**config.mk**
```make
export PLATFORM = sky130hd
export DESIGN_NAME = addsub_calc
export DESIGN_NICKNAME = d
export VERILOG_FILES = /design/src/rtl/addsub_calc.sv
export SDC_FILE = /design/constraint.sdc
export NUM_CORES = 1
export LEC_CHECK = 0
export ABC_AREA = 1
export CAP_MARGIN = 25
export CORE_UTILIZATION = 50
export CTS_CLUSTER_SIZE = 30
export DETAILED_ROUTE_END_ITERATION = 8
export PLACE_DENSITY = 0.68
export SYNTH_ARGS = -nofsm -noshare
export SYNTH_HDL_FRONTEND = slang
export SYNTH_SLANG_ARGS = --single-unit
```
**constraint.sdc**
```tcl
create_clock -name clk -period 4.32 [get_ports clk]
set_input_delay 0.648 -clock clk [delete_from_list [all_inputs] [get_ports clk]]
set_output_delay 0.648 -clock clk [all_outputs]
set_load 0.005 [all_outputs]
```
**src/rtl/addsub_calc.sv**
```systemverilog
// addsub_calc: switch-entry add/subtract calculator with a decimal seven-segment display.
//
// Operands A and B are loaded from the switches while the display selects
// them and the calculator is not read-only. The value shown (A, B or the
// result) goes through a serial double-dabble converter. The converter
// updates the digit register only when a conversion completes, so the
// previous digits stay on seg until then.
//
// Optional feature: define CALC_SUB_EN to enable subtract mode. In that
// build, a btn3 press while the display already shows S toggles add/sub.
//
// Parameters:
//   W      operand width in bits (>= 2)
//   DIGITS number of decimal display digits (must cover 2^(W+1)-1)
//   DB_N   debounce stability window, in clk cycles
//
// Ports:
//   clk    single clock; all state changes on its rising edge
//   rst_n  asynchronous active-low reset
//   sws    operand entry switches
//   btns   raw push buttons, active-high and bouncing
//          btn0 readonly toggle, btn1 show A, btn2 show B, btn3 show S
//   seg    seven-segment patterns; digit 0 (units) in [7:0], gfedcba, bit 7 = 0
//   leds   {readonly, neg, carry, 2'b00, display[2:0]}
//   busy   high while a BCD conversion is in progress
module addsub_calc #(
  parameter int W      = 8,
  parameter int DIGITS = 3,
  parameter int DB_N   = 1000
) (
  input  logic                clk,
  input  logic                rst_n,
  input  logic [W-1:0]        sws,
  input  logic [3:0]          btns,
  output logic [DIGITS*8-1:0] seg,
  output logic [7:0]          leds,
  output logic                busy
);

  localparam int CNT_W  = (DB_N > 1) ? $clog2(DB_N) : 1;
  localparam int STEP_W = $clog2(W + 1);
  localparam int BCD_W  = DIGITS * 4;

  typedef enum logic [1:0] {
    ST_IDLE,
    ST_SHIFT,
    ST_LATCH
  } conv_state_t;

  typedef enum logic [2:0] {
    DISP_A = 3'b001,
    DISP_B = 3'b010,
    DISP_S = 3'b100
  } disp_t;

  // ---------------------------------------------------------------------------
  // Button synchroniser, debouncer and press detection
  // ---------------------------------------------------------------------------
  logic [3:0]            btn_sync;
  logic [3:0]            btn_db;
  logic [3:0]            btn_last;
  logic [3:0][CNT_W-1:0] db_cnt;
  logic [3:0]            press;

  always_ff @(posedge clk or negedge rst_n) begin
    if (!rst_n) begin
      btn_sync <= '0;
      btn_db   <= '0;
      btn_last <= '0;
      db_cnt   <= '0;
    end else begin
      btn_sync <= btns;
      btn_last <= btn_db;
      for (int unsigned i = 0; i < 4; i++) begin
        // The counter measures how long the synchronised input has
        // disagreed with the debounced output; any agreement restarts it.
        if (btn_sync[i] == btn_db[i]) begin
          db_cnt[i] <= '0;
        end else if (db_cnt[i] == CNT_W'(DB_N - 1)) begin
          btn_db[i] <= btn_sync[i];
          db_cnt[i] <= '0;
        end else begin
          db_cnt[i] <= db_cnt[i] + CNT_W'(1);
        end
      end
    end
  end

  assign press = btn_db & ~btn_last;

  // ---------------------------------------------------------------------------
  // Control state: readonly flag and display selection
  // ---------------------------------------------------------------------------
  logic  readonly;
  disp_t display;

  always_ff @(posedge clk or negedge rst_n) begin
    if (!rst_n) begin
      readonly <= 1'b0;
      display  <= DISP_A;
    end else begin
      if (press[0]) begin
        readonly <= ~readonly;
      end
      if (press[1]) begin
        display <= DISP_A;
      end else if (press[2]) begin
        display <= DISP_B;
      end else if (press[3]) begin
        display <= DISP_S;
      end
    end
  end

  // ---------------------------------------------------------------------------
  // Operand registers
  // ---------------------------------------------------------------------------
  logic [W-1:0] a_reg;
  logic [W-1:0] b_reg;

  always_ff @(posedge clk or negedge rst_n) begin
    if (!rst_n) begin
      a_reg <= '0;
      b_reg <= '0;
    end else if (!readonly) begin
      if (display == DISP_A) begin
        a_reg <= sws;
      end else if (display == DISP_B) begin
        b_reg <= sws;
      end
    end
  end

  // ---------------------------------------------------------------------------
  // Arithmetic
  // ---------------------------------------------------------------------------
  logic [W:0] result;
  logic       carry;
  logic       neg;

`ifdef CALC_SUB_EN
  typedef enum logic {
    OP_ADD = 1'b0,
    OP_SUB = 1'b1
  } op_t;

  op_t op;

  // A btn1/btn2 press in the same cycle wins over btn3, so it blocks the toggle.
  always_ff @(posedge clk or negedge rst_n) begin
    if (!rst_n) begin
      op <= OP_ADD;
    end else if (press[3] && !press[1] && !press[2] && display == DISP_S) begin
      op <= (op == OP_ADD) ? OP_SUB : OP_ADD;
    end
  end

  always_comb begin
    result = '0;
    carry  = 1'b0;
    neg    = 1'b0;
    if (op == OP_SUB) begin
      if (a_reg < b_reg) begin
        result = {1'b0, b_reg - a_reg};
        neg    = 1'b1;
      end else begin
        result = {1'b0, a_reg - b_reg};
      end
    end else begin
      result = {1'b0, a_reg} + {1'b0, b_reg};
      carry  = result[W];
    end
  end
`else
  always_comb begin
    result = {1'b0, a_reg} + {1'b0, b_reg};
    carry  = result[W];
  end

  assign neg = 1'b0;
`endif

  // ---------------------------------------------------------------------------
  // Value selected for display
  // ---------------------------------------------------------------------------
  logic [W:0] shown;

  always_comb begin
    shown = result;
    case (display)
      DISP_A:  shown = {1'b0, a_reg};
      DISP_B:  shown = {1'b0, b_reg};
      default: shown = result;
    endcase
  end

  // ---------------------------------------------------------------------------
  // Binary-to-BCD conversion (serial double dabble)
  // ---------------------------------------------------------------------------
  conv_state_t       state_q;
  conv_state_t       state_d;
  logic [W:0]        conv_src;
  logic [W:0]        bin_q;
  logic [BCD_W-1:0]  bcd_q;
  logic [BCD_W-1:0]  bcd_adj;
  logic [STEP_W-1:0] step_q;
  logic [BCD_W-1:0]  digits_q;

  always_ff @(posedge clk or negedge rst_n) begin
    if (!rst_n) begin
      state_q <= ST_IDLE;
    end else begin
      state_q <= state_d;
    end
  end

  always_comb begin
    state_d = state_q;
    busy    = 1'b0;
    case (state_q)
      ST_IDLE: begin
        if (shown != conv_src) begin
          state_d = ST_SHIFT;
        end
      end
      ST_SHIFT: begin
        busy = 1'b1;
        if (step_q == STEP_W'(W)) begin
          state_d = ST_LATCH;
        end
      end
      ST_LATCH: begin
        busy    = 1'b1;
        state_d = ST_IDLE;
      end
      default: state_d = ST_IDLE;
    endcase
  end

  // Add 3 to every BCD nibble >= 5 ahead of the shift.
  always_comb begin
    bcd_adj = bcd_q;
    for (int unsigned d = 0; d < DIGITS; d++) begin
      if (bcd_q[d*4 +: 4] >= 4'd5) begin
        bcd_adj[d*4 +: 4] = bcd_q[d*4 +: 4] + 4'd3;
      end
    end
  end

  always_ff @(posedge clk or negedge rst_n) begin
    if (!rst_n) begin
      conv_src <= '0;
      bin_q    <= '0;
      bcd_q    <= '0;
      step_q   <= '0;
      digits_q <= '0;
    end else begin
      case (state_q)
        ST_IDLE: begin
          if (shown != conv_src) begin
            conv_src <= shown;
            bin_q    <= shown;
            bcd_q    <= '0;
            step_q   <= '0;
          end
        end
        ST_SHIFT: begin
          bcd_q  <= {bcd_adj[BCD_W-2:0], bin_q[W]};
          bin_q  <= {bin_q[W-1:0], 1'b0};
          step_q <= step_q + STEP_W'(1);
        end
        ST_LATCH: begin
          digits_q <= bcd_q;
        end
        default: ;
      endcase
    end
  end

  // ---------------------------------------------------------------------------
  // Seven-segment decode with leading-zero blanking
  // ---------------------------------------------------------------------------
  function automatic logic [6:0] seg7(input logic [3:0] d);
    case (d)
      4'd0:    seg7 = 7'h3F;
      4'd1:    seg7 = 7'h06;
      4'd2:    seg7 = 7'h5B;
      4'd3:    seg7 = 7'h4F;
      4'd4:    seg7 = 7'h66;
      4'd5:    seg7 = 7'h6D;
      4'd6:    seg7 = 7'h7D;
      4'd7:    seg7 = 7'h07;
      4'd8:    seg7 = 7'h7F;
      4'd9:    seg7 = 7'h6F;
      default: seg7 = 7'h00;
    endcase
  endfunction

  logic       lead;
  logic [3:0] nib;

  // Scan from the most significant digit down; blanking stops at the first
  // nonzero digit, and the units digit is always shown.
  always_comb begin
    seg  = '0;
    lead = 1'b1;
    nib  = '0;
    for (int unsigned i = 0; i < DIGITS; i++) begin
      nib = digits_q[(DIGITS-1-i)*4 +: 4];
      if (nib != 4'd0 || i == DIGITS - 1) begin
        lead = 1'b0;
      end
      if (!lead) begin
        seg[(DIGITS-1-i)*8 +: 8] = {1'b0, seg7(nib)};
      end
    end
  end

  assign leds = {readonly, neg, carry, 2'b00, display};

endmodule
```
==> key figures <==
Outcome
  – Outcome: finished, final reports clean

Clocking
  – Clk sink count: between 100 and 150
  – Clk pin slew, worst setup/hold paths: ~0.050 ns
  – CTS buffer count: 17
  – CTS tree: built
  – PostCTS Resize Cnt: 0
  – Max Root-Sink Buffers: 2
  – CTS hold repair buffers: 0
  – Worst skew pair latency: 0.42 ns
  – H-tree level count: 4
  – Root Buffer: clkbuf_16
  – # Post-CTS Setup Buffers: 0

Critical path
  – Worst Path Buf+Inv: 5
  – Crit-path max cell delay: 0.51 ns
  – Worst R2R End: bin_q[2]$_DFFE_PN0P_
  – Worst Path Arrival: roughly 2.5 ns
  – Critical Path Fanout Max: 6
  – R2r startpoint: a_reg[0]$_DFFE_PN0P_
  – Reg2Reg Setup Slack: roughly 1.3 ns
  – FF-to-FF path depth: 17
  – CP Launch Type: register
  – Critical path's top delay family: buffers and inverters
  – Critical setup path kind: register to output pin
  – CP endpoint kind: output pin
  – CP Data Required Time: 3.67 ns
  – Most frequent CP cell: inv_1
  – Crit path cell chain: inv_1, ha_1, inv_1, nor2_1, inv_1, nor2_1, inv_1, nor3_1, or2_2, a31oi_1, clkdlybuf4s50_1
  – Critical path's slowest cell: clkdlybuf4s50_1

Final layout
  – P&R area growth vs syn: 16.5%
  – Commonest non-fill, non-tap cell in the layout: nand2_1
  – Layout cell share with drive strength beyond 1: 0.0607
  – Post-route insts no fill: between 1000 and 1500
  – Ant diodes: 0
  – Largest registers: db_cnt: 40 flops, bcd_q: 12 flops, digits_q: 12 flops
  – Number of flip-flops under the largest register name: 40
  – Commonest cells after routing, fill and taps aside: nand2_1, inv_1, dfrtp_1
  – Largest reg by FF count: db_cnt
  – Nets: 980

Yosys
  – Synth Instances: 884
  – Synth Area per Inst: 7.70 um^2
  – Post-synth EDFFs: 0
  – Post-Syn Area: ~6800 um^2
  – Post-synthesis sequential area ratio: 0.441
  – Synth top area share: 0.437
  – Ys async rst share: 1.00
  – Synth unique cells: 38
  – Yosys top cell by area: dfrtp_1
  – Synth Flop Type: dfrtp_1
  – Top cells by area, synth: dfrtp_1, nand2_1, nand3_1, ha_1, inv_1
  – FF+latch count, synth: 120
  – Synthesis Warnings: 0

Global routing
  – First-pass GRT wire length: about 24000 um
  – Vias in the first global route: around 5400
  – Largest net degree at the start of global routing: about 60
  – Total GRT Usage: 0.205
  – Antenna violations before repair: 0
  – Global route total overflow: 0

Worst hold path
  – Hold WC Path Type: input port to async pin

STA
  – Final setup violation count: 0
  – Worst Tran Pin Value: about 0.86 ns
  – Fin. Hold Viols: 0
  – Fmax: between 300 and 400 MHz
  – Final clock skew: roughly 0.0076 ns
  – Relative slew slack: 0.419
  – Setup TNS: 0 ns
  – Unrepaired setup endpoints after global routing: false
  – Period utilization: 0.728
  – Tmin final: roughly 3.1 ns
  – PnR worst setup slack: 1.17 ns
  – Final slew viol count: 0

Detailed routing
  – DR vias: about 5600
  – Wirelength per Cell: between 10 and 15 um
  – DR iter-0 viols: approximately 380
  – Drt pass-1 iters: 4
  – Drt total wl: between 10000 and 15000 um
  – Via density: 5.03
  – Detail Route Antenna Nets: 0
  – DRC: 0

Pwr
  – Leakage: 3.99 nW
  – Power per cell area: 330 nW/um^2
  – Max rail drop VDD: about 0.00030 V

Placement
  – Dpl hpwl: ~9300 um
  – Post-placement cell count: 1083
  – Setup Slack @ Placement: 1.37 ns
  – RD Place Congestion: 0.839
  – PortBufs: 40

Floorplan
  – Initial Util: 0.514
  – I/O pin cnt: 47
  – Die area: 14100 um^2
  – Die Ht: between 100 and 150 um
  – Core box area: 13200 um^2
  – Chip width: between 100 and 150 um
  – Number of cell rows: 42

Run
  – Max-Cap Viols: 0
synth_stat cells (2+ instances only):
library cell,instances
nand2_1,213
dfrtp_1,119
inv_1,119
nand3_1,98
nor2_1,79
o21ai_0,61
ha_1,39
a21oi_1,30
nor3_1,26
xor2_1,16
buf_4,11
clkbuf_1,11
nand4_1,7
o21ai_1,7
nand3b_1,6
inv_2,5
xnor2_1,5
a31oi_1,3
mux2_2,3
nand2_2,3
buf_1,2
buf_2,2
nand3_2,2
nor2_2,2
or2_2,2
power breakdown:
group	switching, mW	internal (mW)	total (mW)
clock	0.524	0.886	1.41
sequential	0.00850	1.14	1.14
combinational	0.0400	0.0203	0.0603
routing by layer:
metal,wire length [um],track usage,part of all wire,up-vias
met2,6100,0.331,0.46,75
met5,0,0,0,-
met1,6540,0.270,0.49,2609
met3,371,0.0401,0.028,20
li1,-,-,-,2904
met4,221,0.0815,0.017,0
cells by family after synthesis:
logic type                 Yosys count  share of synthesized area
muxes                                3                    0.00496
DFF                                120                      0.441
xor gates and xnor gates            21                     0.0270
AOI/OAI and AO/OA                  108                     0.0845
buffers and inverters              151                     0.0897
and+or+nand+nor                    440                      0.277
adders and majority gates           40                     0.0746
other                                1                   0.000551
worst max path at each step:
stage	from	endpoint	slack, ns	cells past startpoint
2_1_floorplan	a_reg[0]$_DFFE_PN0P_	bcd_q[10]$_DFFE_PN0P_	1.96	17
4_1_cts	digits_q[9]$_DFFE_PN0N_	seg[10]	1.14	11
6_report	digits_q[9]$_DFFE_PN0N_	seg[10]	1.17	11
3_5_place_dp	a_reg[0]$_DFFE_PN0P_	conv_src[0]$_DFFE_PN0P_	1.37	16
3_3_place_gp	a_reg[0]$_DFFE_PN0P_	conv_src[0]$_DFFE_PN0P_	1.47	16
5_1_grt	digits_q[9]$_DFFE_PN0N_	seg[10]	0.96	11
per-stage QoR:
step	util	total power [mW]	hold slack (ns)	instance area, um^2
floorplan	-	1.19	0.352	6830
global placement	0.554	1.23	0.411	7330
detailed placement	0.554	1.23	0.412	7330
CTS	0.599	2.65	0.326	7930
global route	0.599	2.69	0.372	7930
finish	0.599	2.61	0.290	7930
area by class of cell:
| type | instances | area (um^2) |
|---|---|---|
| clock buffers | 20 | 457 |
| clock inverters | 12 | 140 |
| fillers | 1233 | 5310 |
| inverters | 125 | 469 |
| multi-input cells | 618 | 3210 |
| flip-flops and latches | 120 | 3000 |
| well taps | 176 | 220 |
| repair buffers | 44 | 428 |
No activity file was read; power rests on OpenSTA's default activity.
